## config.mk

```make
export PLATFORM = sky130hd
export DESIGN_NAME = load_sequencer
export DESIGN_NICKNAME = d
export VERILOG_FILES = /design/src/rtl/load_sequencer.sv
export SDC_FILE = /design/constraint.sdc
export NUM_CORES = 1
export LEC_CHECK = 0
export CORE_MARGIN = 3
export CORE_UTILIZATION = 26
export DETAILED_ROUTE_END_ITERATION = 10
export GPL_TIMING_DRIVEN = 0
export SYNTH_ARGS = -nofsm -noshare
export SYNTH_HDL_FRONTEND = slang
export SYNTH_SLANG_ARGS = --single-unit
```

## constraint.sdc

```tcl
create_clock -name clk -period 2.44 [get_ports clk]
set_input_delay 0.488 -clock clk [delete_from_list [all_inputs] [get_ports clk]]
set_output_delay 0.488 -clock clk [all_outputs]
set_load 0.02 [all_outputs]
```

## src/rtl/load_sequencer.sv

```systemverilog
// Load sequencer: issues one read to byte-addressed data memory, waits a fixed
// latency, then extracts and sign/zero-extends the low field for the register file.
module load_sequencer #(
  parameter int unsigned MEM_LATENCY = 2
) (
  input  logic        clk,
  input  logic        reset,
  input  logic        start,
  input  logic [31:0] addr,
  input  logic [1:0]  load_control_sign,
  input  logic        zero_ext,
  output logic [31:0] mem_addr,
  output logic        mem_rd,
  input  logic [31:0] mem_data_in,
  output logic [31:0] load_out,
  output logic        busy,
  output logic        done,
  output logic [1:0]  state_dbg
);

  typedef enum logic [1:0] {
    S_IDLE = 2'd0,
    S_WAIT = 2'd1,
    S_DONE = 2'd2
  } state_t;

  localparam logic [3:0] CNT_INIT = 4'(MEM_LATENCY - 1);

  localparam logic [1:0] LCS_BYTE = 2'b10;
  localparam logic [1:0] LCS_HALF = 2'b11;

  state_t      state;
  state_t      state_nxt;
  logic [3:0]  cnt;
  logic [3:0]  cnt_nxt;
  logic [1:0]  lat_sign;
  logic        lat_zext;
  logic        accept;
  logic        capture;
  logic [31:0] extracted;

  // Handshake: start is a request with no separate ready; it is taken on any
  // rising edge where the unit is not busy (IDLE or DONE). While busy, start is
  // dropped rather than queued, so the requester must hold or retry it.
  always_comb begin
    state_nxt = state;
    cnt_nxt   = cnt;
    accept    = 1'b0;
    capture   = 1'b0;
    case (state)
      S_IDLE, S_DONE: begin
        if (start) begin
          accept    = 1'b1;
          cnt_nxt   = CNT_INIT;
          state_nxt = S_WAIT;
        end else begin
          state_nxt = S_IDLE;
        end
      end
      S_WAIT: begin
        if (cnt != 4'd0) begin
          cnt_nxt = cnt - 4'd1;
        end else begin
          capture   = 1'b1;
          state_nxt = S_DONE;
        end
      end
      default: begin
        state_nxt = S_IDLE;
        cnt_nxt   = 4'd0;
      end
    endcase
  end

  // Always the low field: the store side writes the low field, so address low
  // bits never pick a lane here.
  always_comb begin
    extracted = mem_data_in;
    case (lat_sign)
      LCS_BYTE: extracted = {{24{~lat_zext & mem_data_in[7]}},  mem_data_in[7:0]};
      LCS_HALF: extracted = {{16{~lat_zext & mem_data_in[15]}}, mem_data_in[15:0]};
      default:  extracted = mem_data_in;
    endcase
  end

  always_ff @(posedge clk or negedge reset) begin
    if (!reset) begin
      state    <= S_IDLE;
      cnt      <= 4'd0;
      mem_addr <= 32'd0;
      load_out <= 32'd0;
      lat_sign <= 2'b00;
      lat_zext <= 1'b0;
    end else begin
      state <= state_nxt;
      cnt   <= cnt_nxt;
      if (accept) begin
        mem_addr <= addr;
        lat_sign <= load_control_sign;
        lat_zext <= zero_ext;
      end
      if (capture) begin
        load_out <= extracted;
      end
    end
  end

  // Strobes decode straight from the state register so reset clears them at once.
  assign mem_rd    = (state == S_WAIT);
  assign busy      = (state == S_WAIT);
  assign done      = (state == S_DONE);
  assign state_dbg = state;

endmodule

```

==> summary.md, run 1 <==
| Metric | Value |
|---|---|
| Status | `finished, final reports clean` |
| Total of max-cap violations | `0` |
| Crit path top cell by count | `buf_4` |
| RSZ-0062 raised after global routing | `false` |
| Largest stage delay, worst path | `around 0.41 ns` |
| PwrDens | `1480 mW/mm²` |
| Total CTS buffers | `9` |
| Die span in y | `~110 µm` |
| Core area | `0.0115 mm²` |
| Synth area leader | `dfrtp_1` |
| Post-CTS Setup Inserts | `0` |
| GRT met3 Usage | `0.0553` |
| CP cell instances | `nand2b_2 -> inv_1 -> clkbuf_4 -> buf_4 -> buf_4 -> buf_4` |
| Synth async-reset ratio | `1.00` |
| Sw Ratio | `0.356` |
| Most frequent cell after synthesis | `dfrtp_1` |
| Post-Syn Area | `0.00308 mm²` |
| Final Hold Fails | `0` |
| Seq/Total Area, Yosys | `0.593` |
| Hold Crit Class | `in -> async` |
| Setup Crit Path Kind | `reg -> out` |
| Clock-pin slew on the worst setup and hold paths | `0.06 ns` |
| Vias in the first global route | `2643` |
| Most Crowded Layer GR | `met2` |
| Worst path arrival time | `about 1.8 ns` |
| Total power | `0.00743 W` |
| Clock Tree Root | `clkbuf_16` |
| EDFF count, synth | `0` |
| Count of different cell masters after synthesis | `31` |
| Post-CTS Resized | `3` |
| Worst reg2reg path startpoint | `cnt[0]$_DFFE_PN0P_` |
| Drt first pass iters | `4` |
| Worst ir drop on vdd | `0.629 mV` |
| Fmax | `443 MHz` |
| CTS Sinks | `73` |
| Area of the die | `0.0132 mm²` |
| Drt via density | `4.57` |
| Synth Register Bits | `73` |
| Top-area cell type share of the netlist area | `0.593` |
| Avg WL per Cell | `15.7 µm` |
| Largest net degree at the start of global routing | `38` |
| Ant diodes | `0` |
| Slowest-stage cell, CP | `dfrtp_1` |
| Most instantiated cells after synthesis | `73 x dfrtp_1, 41 x a21oi_1, 39 x mux2_2, 17 x nand2b_1, 16 x a31oi_1` |
| Die span in x | `115 µm` |
| Layout cell share with drive strength beyond 1 | `0.206` |
| Routed Antenna Nets | `0` |
| CTS HTree Levels | `3` |
| HPWL Detailed | `between 6000 and 7000 µm` |
| Worst Path Buf+Inv | `5` |
| Clk_skew | `0.00650 ns` |
| I/O Buffers | `approximately 140` |
| Internal power | `0.00479 W` |
| CP top delay family | `buffers and inverters` |
| Final setup viols | `0` |
| Met1 usage | `0.159` |
| R2R Setup Slk | `0.55 ns` |
| CP Launch Type | `flop` |
| Count of final max-slew check failures | `0` |
| Min Clock Period, post-route | `2.26 ns` |
| Worst Path Max Fanout | `11` |
| Gr usage total | `0.131` |
| M2 GR Usage | `0.218` |
| Vias | `2451` |
| CTS tree | `built` |
| Worst Setup End Kind | `output port` |
| Sequential power share | `0.292` |
| Initial core utilization | `0.267` |
| WP data required | `1.95 ns` |
| Area Overhead vs Synth | `62.8%` |
| Setup TNS Final | `0 ns` |
| Fin crit share | `0.924` |
| Final core utilization | `0.435` |
| Switch Pwr | `0.00264 W` |
| Syn Nets | `310` |
| CTS max path bufs | `2` |
| Pleak | `2.06 nW` |
| Final #Nets | `460` |
| Clk_lat worst skew | `0.32 ns` |
| Clock share of power | `0.214` |
| First-pass GRT wire length | `approximately 14000 µm` |
| Number of hold-repair buffers added at the cts stage | `0` |
| Yosys Warn Count | `0` |
| Filler instances | `1123` |
| DR iter-0 viols | `129` |
| Slew margin rel. | `0.604` |
| IO Pins | `139` |
| RR Endpoint | `load_out[27]$_DFFE_PN0P_` |
| GPL Wtd Cong | `0.714` |
| Remaining global-route overflow | `0` |
| Measured slew at the worst slew-check pin | `0.591 ns` |
| Cells after synthesis | `238` |
| Top_reg_cell synth | `dfrtp_1` |
| Initial antenna violation count | `0` |
| Largest cells by area after synthesis | `dfrtp_1 59%, mux2_2 14%, a21oi_1 6.7%` |
| Residual DRC | `0` |
| FF-to-FF path depth | `6` |
| Combinational share of power | `0.494` |
| Rows | `39` |
| Syn Area/Cell | `between 10 and 15 µm²` |
| Post-Route WL | `about 8400 µm` |
-- state kept, by name (all words and copies together) (netlist names) --
name       count
load_out      32
lat_zext       1
mem_addr      32
state_dbg      2
lat_sign       2
cnt            4
-- power by group through the flow --
stage | Sequential (W) | Combinational [W] | Clock (W)
floorplan | 0.00282 | 0.00139 | 0
global placement | 0.00217 | 0.00369 | 0
detailed placement | 0.00219 | 0.00373 | 0
CTS | 0.00218 | 0.00373 | 0.00164
global route | 0.00226 | 0.00397 | 0.00168
finish | 0.00217 | 0.00367 | 0.00159
-- cell type report --
class | instances | area (µm²) | area share
well taps | 143 | 179 | 0.0357
multi-input cells | 144 | 1130 | 0.226
clock buffers | 11 | 233 | 0.0464
repair buffers | 139 | 1390 | 0.277
clock inverters | 5 | 128 | 0.0254
inverters | 3 | 11.3 | 0.00225
plain buffers | 18 | 113 | 0.0225
flip-flops and latches | 73 | 1830 | 0.365
-- stage by stage --
stage                     setup WS, ns  cells  hold WS [ns]  area, µm²
after detailed placement       0.00461    520         0.489       4660
after CTS                       0.0416    536         0.133       5010
after global placement           -1.80    519         0.490       4640
after global routing            0.0461    536         0.144       5010
after floorplan                  0.621    238         0.192       3080
final                            0.185    536         0.121       5010
-- kinds of logic after synthesis --
kind of cell             share of synthesized area
flip-flops                                   0.593
AO/OA/AOI/OAI                                0.114
AND/OR/NAND/NOR                             0.0755
adder cells (fa/ha/maj)                    0.00812
buffers and inverters                       0.0394
multiplexers                                 0.170
-- worst max path at each step --
stage / start / endpoint / cells after the start
2_1_floorplan: state_dbg[1]$_DFFE_PN0P_ / mem_rd / 5
3_3_place_gp: reset / mem_addr[21]$_DFFE_PN0P_ / 1
3_5_place_dp: state_dbg[1]$_DFFE_PN0P_ / mem_rd / 6
4_1_cts: state_dbg[1]$_DFFE_PN0P_ / busy / 5
5_1_grt: state_dbg[1]$_DFFE_PN0P_ / mem_rd / 6
6_report: state_dbg[1]$_DFFE_PN0P_ / mem_rd / 6
-- placed cells by master, fill, tap and decap left out, types with 4 or more instances in the layout --
cell               n
a21oi_1           41
a31oi_1           16
buf_2              8
buf_4              6
bufinv_16          4
clkbuf_16          9
clkdlybuf4s50_1  135
dfrtp_1           72
mux2_2            39
mux2_4             5
nand2b_1          17
-- layer usage --
| layer | wire length [µm] | up-vias |
|---|---|---|
| li1 | - | 1142 |
| met1 | 3490 | 1212 |
| met2 | 4160 | 91 |
| met3 | 679 | 6 |
| met4 | 64 | 0 |
| met5 | 0 | - |
(Power assumes the default switching activity.)
==> run 2, diff against run 1 <==
CORE_ASPECT_RATIO = 1.5   (was unset)
CTS_CLUSTER_SIZE = 12   (was unset)
==> run 2 against run 1 <==
  * Sequential power hardly changed
  * Highest routed layer unchanged
  * Via count is 0.20% lower
  * Wire length is 3.9% higher
  * Critical path depth stayed put
  * Largest cell class unchanged
  * Sequential share of layout area hardly changed
  * Register-to-register slack hardly changed
  * Worst setup slack worse by 0.028 ns
  * First-iteration DRC count is 45% lower
  * Maximum frequency is 1.2% lower
  * Die area is 0.20% higher
  * Global-route usage is 0.73 points higher
==> summary.md, run 2 (same netlist as run 1, synthesis figures left out) <==
| Metric | Value |
|---|---|
| Status | `finished, final reports clean` |
| Fin crit share | `0.936 (+0.0116)` |
| DR iter-0 viols | `71 (-45%)` |
| Largest regs | `load_out (32), mem_addr (32), cnt (4)` |
| Ant diodes | `0 (unchanged)` |
| Switch Pwr | `0.00268 W (+1.6%)` |
| Largest stage delay, worst path | `0.50 ns (+0.09 ns)` |
| Slowest-stage cell, CP | `dfrtp_1` |
| Avg WL per Cell | `16.1 µm (+2.5%)` |
| Drt first pass iters | `4 (unchanged)` |
| Count of final max-slew check failures | `0 (unchanged)` |
| Clk_skew | `0.00792 ns (+0.00143 ns)` |
| Commonest non-fill, non-tap cells in the layout | `135 x clkdlybuf4s50_1, 73 x dfrtp_1, 41 x a21oi_1` |
| Clock Tree Root | `clkbuf_16` |
| Internal power | `0.00459 W (-4.0%)` |
| CTS Sinks | `73 (unchanged)` |
| Worst reg2reg path startpoint | `cnt[0]$_DFFE_PN0P_` |
| R2R Setup Slk | `0.54 ns (about the same)` |
| Routed Antenna Nets | `0 (unchanged)` |
| Measured slew at the worst slew-check pin | `0.573 ns (-0.0181 ns)` |
| Filler instances | `1102 (-1.9%)` |
| Final #Nets | `460 (unchanged)` |
| Final setup viols | `0 (unchanged)` |
| Clock share of power | `0.191 (-0.023)` |
| CP top delay family | `buffers and inverters` |
| Sequential power share | `0.300 (+0.008)` |
| Total power | `0.00728 W (-2.0%)` |
| CP cell instances | `nand2b_4 -> inv_1 -> clkbuf_4 -> buf_6 -> buf_4 -> clkdlybuf4s15_2` |
| RR Endpoint | `load_out[7]$_DFFE_PN0P_` |
| Worst Path Max Fanout | `11 (unchanged)` |
| Multi-input logic area | `0.00114 mm² (+0.44%)` |
| RSZ-0062 raised after global routing | `false` |
| Residual DRC | `0 (unchanged)` |
| Post-CTS Setup Inserts | `0 (unchanged)` |
| Worst path arrival time | `1.80 ns (+0.03 ns)` |
| Vias | `2446 (-0.20%)` |
| Number of hold-repair buffers added at the cts stage | `0 (unchanged)` |
| PwrDens | `1450 mW/mm² (-1.8%)` |
| Die span in x | `94.9 µm (-17%)` |
| Worst ir drop on vdd | `0.594 mV (-5.7%)` |
| Register Area | `0.00183 mm² (about the same)` |
| Combinational share of power | `0.509 (+0.015)` |
| Gr usage total | `0.138 (+0.00734)` |
| Rows | `48 (+23%)` |
| Slew margin rel. | `0.617 (+0.0121)` |
| Drt via density | `4.50 (-1.5%)` |
| HPWL Detailed | `6520 µm (+5.2%)` |
| First-pass GRT wire length | `14200 µm (+5.3%)` |
| Total CTS buffers | `9 (unchanged)` |
| Layout cell share with drive strength beyond 1 | `0.206 (unchanged)` |
| Total of max-cap violations | `0 (unchanged)` |
| Final Hold Fails | `0 (unchanged)` |
| Initial antenna violation count | `0 (unchanged)` |
| CP Depth | `6 (unchanged)` |
| Remaining global-route overflow | `0 (unchanged)` |
| GPL Wtd Cong | `0.772 (+8.1%)` |
| Hold Crit Class | `in -> async` |
| Vias in the first global route | `2766 (+4.7%)` |
| Fmax | `438 MHz (-1.2%)` |
| Initial core utilization | `0.267 (-0.000348)` |
| Hold_ws | `0.108 ns (-0.0133 ns)` |
| Core area | `0.0115 mm² (+0.13%)` |
| Most common cell after layout, fill and taps aside | `clkdlybuf4s50_1` |
| CTS HTree Levels | `3 (unchanged)` |
| Worst Path Buf+Inv | `5 (unchanged)` |
| Critical path capture point | `mem_rd` |
| Clk_lat worst skew | `0.33 ns (about the same)` |
| Setup Crit Path Kind | `reg -> out` |
| Min Clock Period, post-route | `2.28 ns (+0.0284 ns)` |
| Die span in y | `139 µm (+21%)` |
| Post-Route WL | `8720 µm (+3.9%)` |
| Clock-pin slew on the worst setup and hold paths | `0.06 ns (about the same)` |
| I/O Buffers | `138 (unchanged)` |
| Area Overhead vs Synth | `62.5%` |
| CP Launch Type | `flop` |
| Pleak | `2.05 nW (-0.28%)` |
| Largest net degree at the start of global routing | `43 (+13%)` |
| IO Pins | `139 (unchanged)` |
| FF-to-FF path depth | `6 (unchanged)` |
| WP data required | `1.95 ns (about the same)` |
| Critical Path Source | `state_dbg[0]$_DFFE_PN0P_` |
| Worst Setup End Kind | `output port` |
| CTS max path bufs | `2 (unchanged)` |
| Area of the die | `0.0132 mm² (+0.20%)` |
| Sw Ratio | `0.369 (+0.0131)` |
| CTS tree | `built` |
run 2: routing by layer:
layer | up-vias | share of wire | GRT usage | routed length, µm
li1 | 1151 | - | - | -
met1 | 1198 | 0.39 | 0.152 | 3400
met2 | 85 | 0.51 | 0.242 | 4480
met3 | 12 | 0.076 | 0.0481 | 660
met4 | 0 | 0.020 | 0.0494 | 178
met5 | - | 0 | 0 | 0
run 2: worst min-delay path by stage:
stage | start | endpoint | slack, ns | cells past startpoint
floorplan | reset | cnt[0]$_DFFE_PN0P_ | 0.19 | 0
global placement | mem_addr[19]$_DFFE_PN0P_ | mem_addr[19]$_DFFE_PN0P_ | 0.49 | 1
detailed placement | reset | load_out[24]$_DFFE_PN0P_ | 0.47 | 1
CTS | reset | load_out[10]$_DFFE_PN0P_ | 0.12 | 1
global route | reset | load_out[24]$_DFFE_PN0P_ | 0.13 | 1
finish | reset | load_out[10]$_DFFE_PN0P_ | 0.11 | 1
run 2: what timing repair did:
| item | 4_1_cts | 5_1_grt |
|---|---|---|
| resized for setup | 5 | 2 |
| setup endpoints to repair | 2 | 2 |
| pin swaps | 0 | 0 |
run 2: layout make-up:
cell class	count	area share
buffer	18	0.0232
clock buffer	9	0.0450
clock inverter	7	0.0190
inverter	3	0.00225
multi-input combinational	144	0.227
sequential	73	0.365
tap	150	0.0375
timing repair buffer	139	0.281
run 2: power by group through the flow:
stage	Sequential (W)	Clock, W	Combinational, W
detailed placement	0.00220	0	0.00374
global route	0.00226	0.00149	0.00398
floorplan	0.00282	0	0.00139
CTS	0.00219	0.00144	0.00375
finish	0.00218	0.00139	0.00370
global placement	0.00217	0	0.00369
run 2: stage by stage:
stage	util	instances	worst slack (ns)	setup TNS [ns]	instance area (µm²)
2_1_floorplan	-	238	0.621	0	3080
6_report	0.434	543	0.156	0	5010
4_1_cts	0.433	543	0.0114	0	5000
3_3_place_gp	0.403	526	-1.84	-134.22	4650
5_1_grt	0.434	543	0.0614	0	5010
3_5_place_dp	0.405	527	-0.0356	-0.0356	4670
==> run 3, diff against run 2 <==
REMOVE_ABC_BUFFERS = 1   (was unset)
==> run 3 against run 2 <==
  * Clock-buffer cell count rose by 1
  * Combinational power fell by 2%
  * Critical path depth fell by 3
  * Hold slack got worse by 0.0028 ns
  * Worst setup slack got worse by 0.036 ns
  * Sequential share of layout area barely moved
  * Clock skew fell by 0.0015 ns
  * Utilization barely moved
  * Critical endpoint unchanged
==> summary.md, run 3 (same netlist as run 1, synthesis figures left out) <==
| Metric | Value |
|---|---|
| Pleak | `2.02 nW (-1.4%)` |
| Dpl cells | `511 (-3.0%)` |
| GPL Wtd Cong | `0.690 (-11%)` |
| Hold Crit Class | `in -> async` |
| Worst Setup End Kind | `output port` |
| Worst reg2reg path startpoint | `cnt[0]$_DFFE_PN0P_` |
| Most common cell after layout, fill and taps aside | `clkdlybuf4s50_1` |
| CTS tree | `built` |
| Die span in x | `94.9 µm (unchanged)` |
| CP Launch Type | `flop` |
| Largest regs | `load_out (32), mem_addr (32), cnt (4)` |
| WP data required | `1.95 ns (about the same)` |
| Die span in y | `139 µm (unchanged)` |
| Worst Path Max Fanout | `7 (-4)` |
| Filler instances | `1121 (+1.7%)` |
| FF-to-FF path depth | `5 (-1)` |
| Setup Crit Path Kind | `reg -> out` |
| Avg WL per Cell | `16.2 µm (+1.0%)` |
| Register Area | `0.00183 mm² (unchanged)` |
| Multi-input logic area | `0.00115 mm² (+1.3%)` |
| Total of max-cap violations | `0 (unchanged)` |
| Area Overhead vs Synth | `62.6% (about the same)` |
| Fmax | `431 MHz (-1.5%)` |
| Largest stage delay, worst path | `0.60 ns (+0.10 ns)` |
| Remaining global-route overflow | `0 (unchanged)` |
| Worst ir drop on vdd | `0.548 mV (-7.7%)` |
| Number of hold-repair buffers added at the cts stage | `0 (unchanged)` |
| CTS HTree Levels | `3 (unchanged)` |
| Vias | `2415 (-1.3%)` |
| Critical path capture point | `mem_rd` |
| Ant diodes | `0 (unchanged)` |
| First-pass GRT wire length | `13500 µm (-5.1%)` |
| Status | `finished, final reports clean` |
| Total CTS buffers | `9 (unchanged)` |
| Routed Antenna Nets | `0 (unchanged)` |
| Clock Tree Root | `clkbuf_16` |
| Dpl ws | `-0.202 ns (-0.166 ns)` |
| RSZ-0062 raised after global routing | `false` |
| CTS max path bufs | `2 (unchanged)` |
| Gr usage total | `0.133 (-0.00522)` |
| Final Hold Fails | `0 (unchanged)` |
| Residual DRC | `0 (unchanged)` |
| CTS Sinks | `73 (unchanged)` |
| Largest net degree at the start of global routing | `43 (unchanged)` |
| Min Clock Period, post-route | `2.32 ns (+0.0359 ns)` |
| Post-Route WL | `8600 µm (-1.4%)` |
| RR Endpoint | `load_out[0]$_DFFE_PN0P_` |
| Initial core utilization | `0.267 (unchanged)` |
| R2R Setup Slk | `0.29 ns (-0.25 ns)` |
| Clock-pin slew on the worst setup and hold paths | `0.06 ns (about the same)` |
| Slew margin rel. | `0.359 (-0.258)` |
| Final setup viols | `0 (unchanged)` |
| Commonest non-fill, non-tap cells in the layout | `137 x clkdlybuf4s50_1, 73 x dfrtp_1, 41 x a21oi_1` |
| DR iter-0 viols | `69 (-2.8%)` |
| CP Depth | `3 (-3)` |
| Measured slew at the worst slew-check pin | `0.948 ns (+0.375 ns)` |
| Area of the die | `0.0132 mm² (unchanged)` |
| HPWL Detailed | `5980 µm (-8.2%)` |
| I/O Buffers | `138 (unchanged)` |
| Layout Cells excl Fill | `530 (-2.4%)` |
| Drt via density | `4.56 (+1.2%)` |
| Setup ws final | `0.121 ns (-0.0359 ns)` |
| PwrDens | `1490 mW/mm² (+2.3%)` |
| Core area | `0.0115 mm² (unchanged)` |
| Clk_lat worst skew | `0.33 ns (about the same)` |
| Count of final max-slew check failures | `0 (unchanged)` |
| Slowest-stage cell, CP | `clkdlybuf4s50_1` |
| Clk_skew | `0.00643 ns (-0.00149 ns)` |
| Fin crit share | `0.951 (+0.0147)` |
| Rows | `48 (unchanged)` |
| IO Pins | `139 (unchanged)` |
| Initial antenna violation count | `0 (unchanged)` |
| Vias in the first global route | `2580 (-6.7%)` |
| Critical Path Source | `state_dbg[0]$_DFFE_PN0P_` |
| Final #Nets | `447 (-2.8%)` |
| CP top delay family | `buffers and inverters` |
| CP cell instances | `nand2b_2 -> clkinvlp_4 -> clkdlybuf4s50_1` |
| Drt first pass iters | `4 (unchanged)` |
| Layout cell share with drive strength beyond 1 | `0.192 (-0.0140)` |
| Worst Path Buf+Inv | `2 (-3)` |
| Worst path arrival time | `1.83 ns (+0.03 ns)` |
[run 3: cell types whose count changed in the layout (fill, tap and decap cells not counted), sizes merged]
cell,change
clkbuf,-1
inv,-1
clkdlybuf4s50,+2
bufinv,+2
buf,-12
dlygate4sd2,-1
clkinvlp,+1
clkinv,-2
clkdlybuf4s15,-1
[run 3: power by group]
part	leakage [nW]	switching, W	internal (W)	total, W
Sequential	0.843	0.000391	0.00182	0.00221
Combinational	1.00	0.00179	0.00185	0.00364
Clock	0.176	0.000499	0.00110	0.00160
Total	2.02	0.00268	0.00477	0.00745
[run 3: final cells by class]
type                       count  area share
multi-input combinational    144       0.230
sequential                    73       0.365
clock buffer                  10      0.0457
inverter                       3     0.00300
clock inverter                 6      0.0260
timing repair inverter         1    0.000999
timing repair buffer         143       0.292
tap                          150      0.0375
[run 3: per-layer routing]
layer  up-vias  track usage  share of wire
li1       1123            -              -
met1      1198        0.149           0.38
met2        87        0.230           0.53
met3         7       0.0443          0.075
met4         0       0.0494          0.015
met5         -            0              0
[run 3: repair_timing]
item                                    CTS  global route
setup buffers                             2             0
resized for setup                         1             0
endpoints found under the setup margin    2             0
[run 3: through the flow]
step / setup TNS, ns / instance area, µm² / total power, W / util / hold WS [ns]
2_1_floorplan: -8.84 / 2970 / 0.00409 / - / 0.192
3_3_place_gp: -190.90 / 4540 / 0.00571 / 0.394 / 0.489
3_5_place_dp: -0.401 / 4630 / 0.00584 / 0.401 / 0.474
4_1_cts: 0 / 5010 / 0.00757 / 0.434 / 0.114
5_1_grt: 0 / 5010 / 0.00789 / 0.434 / 0.132
6_report: 0 / 5010 / 0.00745 / 0.434 / 0.105
[run 3: how the worst min path moves through the flow]
stage,end
2_1_floorplan,cnt[0]$_DFFE_PN0P_
3_3_place_gp,mem_addr[24]$_DFFE_PN0P_
3_5_place_dp,mem_addr[9]$_DFFE_PN0P_
4_1_cts,cnt[0]$_DFFE_PN0P_
5_1_grt,cnt[0]$_DFFE_PN0P_
6_report,cnt[0]$_DFFE_PN0P_
==> patch 1: new RTL, config.mk and constraints of run 3 <==
Reset style: synchronous (`reset`), changed in one clocked block.
--- a/src/rtl/load_sequencer.sv
+++ b/src/rtl/load_sequencer.sv
@@ -85,3 +85,3 @@
 
-  always_ff @(posedge clk or negedge reset) begin
+  always_ff @(posedge clk) begin
     if (!reset) begin
Formal check against the unedited RTL: differs if reset is asserted again (counterexample within 4 cycles, from zero or initial values and one cycle with reset low); with reset held inactive, the same outputs for 10 cycles.
==> patch 1 against run 3 <==
- wire length grew 5.5%
- global-route usage grew 1.7 points
- area after synthesis shrank 6.1%
- cell area shrank 6.3%
- worst setup slack gained 0.0039 ns
- first-iteration DRC count grew 35%
- via count grew 16%
- sequential cell count is the same
- critical path type unchanged
- highest routed layer unchanged
Power is not compared: it rests on default switching activity, and its combinational part moved more than twofold at a synthesized area within 25%.
==> patch 1: results (changes against run 3) <==
| Metric | Value |
|---|---|
| Total power | 0.00369 W |
| Synth Flop Type | dfxtp_1 |
| Reg2reg path depth | 3 (-2) |
| Worst setup path end | busy |
| Measured slew at the worst slew-check pin | 0.894 ns (-0.0544 ns) |
| Final net count | 522 (+17%) |
| Hold Worst Slack | 0.454 ns (+0.349 ns) |
| GRT Total Usage | 0.150 (+0.0166) |
| Tmin final | 2.32 ns (-0.00392 ns) |
| DR WL/cell | 15.1 um (-6.7%) |
| Vias per inst | 4.68 (+2.7%) |
| Crit-path max FO | 12 (+5) |
| Syn avg cell area | 8.82 um^2 (-32%) |
| Commonest cells in the netlist | nand2_1 (74), dfxtp_1 (73), a21oi_1 (62), nor2b_1 (18), o221a_2 (16) |
| Dpl hpwl | 6000 um (+0.32%) |
| Fill count | 1,066 (-4.9%) |
| CP max stage delay | 0.56 ns (-0.04 ns) |
| Result of the run | complete, no violations |
| Async set or reset register ratio after synthesis | 0 (-1.00) |
| Worst R2R Start | lat_sign[1] |
| Final WL | 9070 um (+5.5%) |
| Compound-Gate Fraction of Synth Area | 0.228 (+0.115) |
| Mux cell area share after synthesis | 0.0104 (-0.160) |
| Number of global-route vias before repair | 2,957 (+15%) |
| Dpl ws | -0.366 ns (-0.164 ns) |
| Layout Skew | 0.00512 ns (-0.00131 ns) |
## patch 1: cell count changes after synthesis, sizes merged, moves of 16 or more
| cell | run 3 | this run |
|---|---|---|
| dfrtp | 73 | 0 |
| dfxtp | 0 | 73 |
| nand2 | 3 | 74 |
| mux2 | 44 | 0 |
| a21oi | 41 | 62 |
| o221a | 0 | 16 |
## patch 1: metal layers
metal / track usage / routed length (um)
met5: 0 / 0
met4: 0.0711 / 227
met3: 0.0550 / 798
met2: 0.255 / 4480
met1: 0.164 / 3570
## patch 1: layout make-up
cell class	instances	area [um^2]	area share
inverter	5	25.0	0.00533
clock inverter	6	105	0.0224
timing repair buffer	139	1390	0.296
tap	144	180	0.0384
timing repair inverter	1	5.00	0.00107
sequential	73	1460	0.311
multi-input combinational	221	1290	0.275
clock buffer	10	239	0.0509
## patch 1: what timing repair did
item / in CTS / in global routing
setup buffers: 1 / 0
endpoints found under the setup margin: 18 / 26
pin swaps: 0 / 0
resized for setup: 4 / 3
hold buffers: 0 / 0
gates cloned: 1 / 1
==> patch 2: new RTL, config.mk and constraints of run 3 <==
Made on the original files. Register the input `mem_data_in` before use, without a reset. The logic sees it one clock later. The other inputs are not delayed to match.
--- a/src/rtl/load_sequencer.sv
+++ b/src/rtl/load_sequencer.sv
@@ -30,2 +30,8 @@
   localparam logic [1:0] LCS_HALF = 2'b11;
+
+  logic [31:0] mem_data_q;
+
+  always_ff @(posedge clk) begin
+    mem_data_q <= mem_data_in;
+  end
 
@@ -77,7 +83,7 @@
   always_comb begin
-    extracted = mem_data_in;
+    extracted = mem_data_q;
     case (lat_sign)
-      LCS_BYTE: extracted = {{24{~lat_zext & mem_data_in[7]}},  mem_data_in[7:0]};
-      LCS_HALF: extracted = {{16{~lat_zext & mem_data_in[15]}}, mem_data_in[15:0]};
-      default:  extracted = mem_data_in;
+      LCS_BYTE: extracted = {{24{~lat_zext & mem_data_q[7]}},  mem_data_q[7:0]};
+      LCS_HALF: extracted = {{16{~lat_zext & mem_data_q[15]}}, mem_data_q[15:0]};
+      default:  extracted = mem_data_q;
     endcase
Function: changed (a bounded check fails within 4 cycles, from zero or initial values and one cycle with reset low).
==> patch 2 against run 3 <==
- sequential power grew 26%
- worst setup slack gained 0.0078 ns
- sequential cell count grew 32
- area after synthesis grew 21%
- core utilization shrank 2.4 points
- global-route usage shrank 1.4 points
- total power grew 6.8%
- wire length grew 7.8%
- die area grew 20%
- first-iteration DRC count shrank 30%
- cell area grew 13%
- largest cell class unchanged
==> patch 2: results (changes against run 3) <==
| Metric | Value |
|---|---|
| Measured slew at the worst slew-check pin | 0.917 ns (-0.0313 ns) |
| Finished Layout Cells | 600 (+13%) |
| Critical R2R Capture | load_out[0] |
| Dpl hpwl | 6330 um (+5.9%) |
| CP max stage delay | 0.61 ns |
| Post-cts gate resize count | 1 (unchanged) |
| Post-Syn Instances | 270 (+13%) |
| Met1 WL | 3750 um (+16%) |
| Final period util | 0.947 (-0.00318) |
| Placed Instances | 582 (+14%) |
| Compound-Gate Fraction of Synth Area | 0.0941 (-0.0196) |
| Post-Synth Adder-Cell Area | 0.00672 (-0.00140) |
| Hold Worst Slack | 0.0839 ns (-0.0209 ns) |
| Result of the run | complete, no violations |
| Layout cells sized above 1 | 0.178 (-0.0145) |
| Number of global-route vias before repair | 2,808 (+8.8%) |
| Leak pwr | 2.26 nW (+12%) |
| Worst R2R Start | cnt[0] |
| Crit-path max FO | 5 (-2) |
| CTS clk-pin slew, worst paths | 0.07 ns |
| GRT Total Usage | 0.119 (-0.0142) |
| Vias per inst | 4.31 (-5.4%) |
| Total power | 0.00796 W (+6.8%) |
| Layout Skew | 0.00995 ns (+0.00351 ns) |
| Peak VDD IR | 0.573 mV (+4.5%) |
| Routed wl met3 | 579 um (-9.7%) |
| Met3 GRT Util | 0.0415 (-0.00281) |
| Library cells used by synthesis | 32 (+3.2%) |
| Sw frac | 0.363 (+0.00304) |
| Register area share after synthesis | 0.663 (+0.0701) |
| Final Wtd Congestion | 0.702 (+1.8%) |
| Number of setup buffers added after CTS | 1 (-1) |
| DR WL/cell | 15.5 um (-4.8%) |
| Gate power share | 0.469 (-0.020) |
| Largest net degree at the start of global routing | 45 (+4.7%) |
| I/O Buffers | 138 (unchanged) |
| Placement Cell Area | 0.00532 mm^2 (+15%) |
| First-pass GRT wire length | 14,900 um (+10%) |
| Commonest cells in the netlist | dfrtp_1 (73), a21oi_1 (41), mux2_2 (39), dfxtp_1 (32), nand2b_1 (17) |
| Initial drt markers | 48 (-30%) |
| Initial antenna violation count | 0 (unchanged) |
| Wire length on met2 | 4810 um (+4.5%) |
| Sequential share of power | 0.351 (+0.054) |
| Async set or reset register ratio after synthesis | 0.695 (-0.305) |
| Met2 GRT Util | 0.205 (-0.0254) |
| Met1 usage | 0.138 (-0.0115) |
| Mux cell area share after synthesis | 0.141 (-0.0293) |
| Ranking of synthesized cells by area | dfrtp_1 (49%), dfxtp_1 (17%), mux2_2 (12%), a21oi_1 (5.5%), nand2b_1 (2.9%) |
| Max layer used | met4 |
| Top Registers | load_out (32), mem_addr (32), mem_data_q (32) |
| Fill count | 1,306 (+17%) |
| Final net count | 478 (+6.9%) |
| Dpl ws | -0.246 ns (-0.0445 ns) |
| CP startpoint | state_dbg[1] |
| Root Driver | clkbuf_16 |
## patch 2: cells by family (layout without fill, tap and decap cells)
kind of cell | Yosys count | count (layout)
AOI/OAI and AO/OA | 63 | 63
adders and majority gates | 2 | 2
buffers and inverters | 21 | 162
DFF | 105 | 105
muxes | 45 | 45
and+or+nand+nor | 34 | 34
## patch 2: cell type report
cell class | count | area (um^2) | area share
Clock buffer | 10 | 229 | 0.0406
Inverter | 3 | 15.0 | 0.00266
Tap cell | 189 | 236 | 0.0420
Clock inverter | 6 | 68.8 | 0.0122
Sequential cell | 105 | 2470 | 0.438
Multi-Input combinational cell | 144 | 1150 | 0.204
Timing Repair inverter | 1 | 5.00 | 0.000888
Timing Repair Buffer | 142 | 1460 | 0.259
## patch 2: worst reg2reg max path: cells and delay by family (launching register included)
| kind | cells | cell delay [ns] |
|---|---|---|
| DFF | 1 | 0.42 |
| buffers and inverters | 1 | 0.10 |
| and+or+nand+nor | 2 | 0.92 |
| muxes | 1 | 0.41 |
| adders and majority gates | 1 | 0.20 |
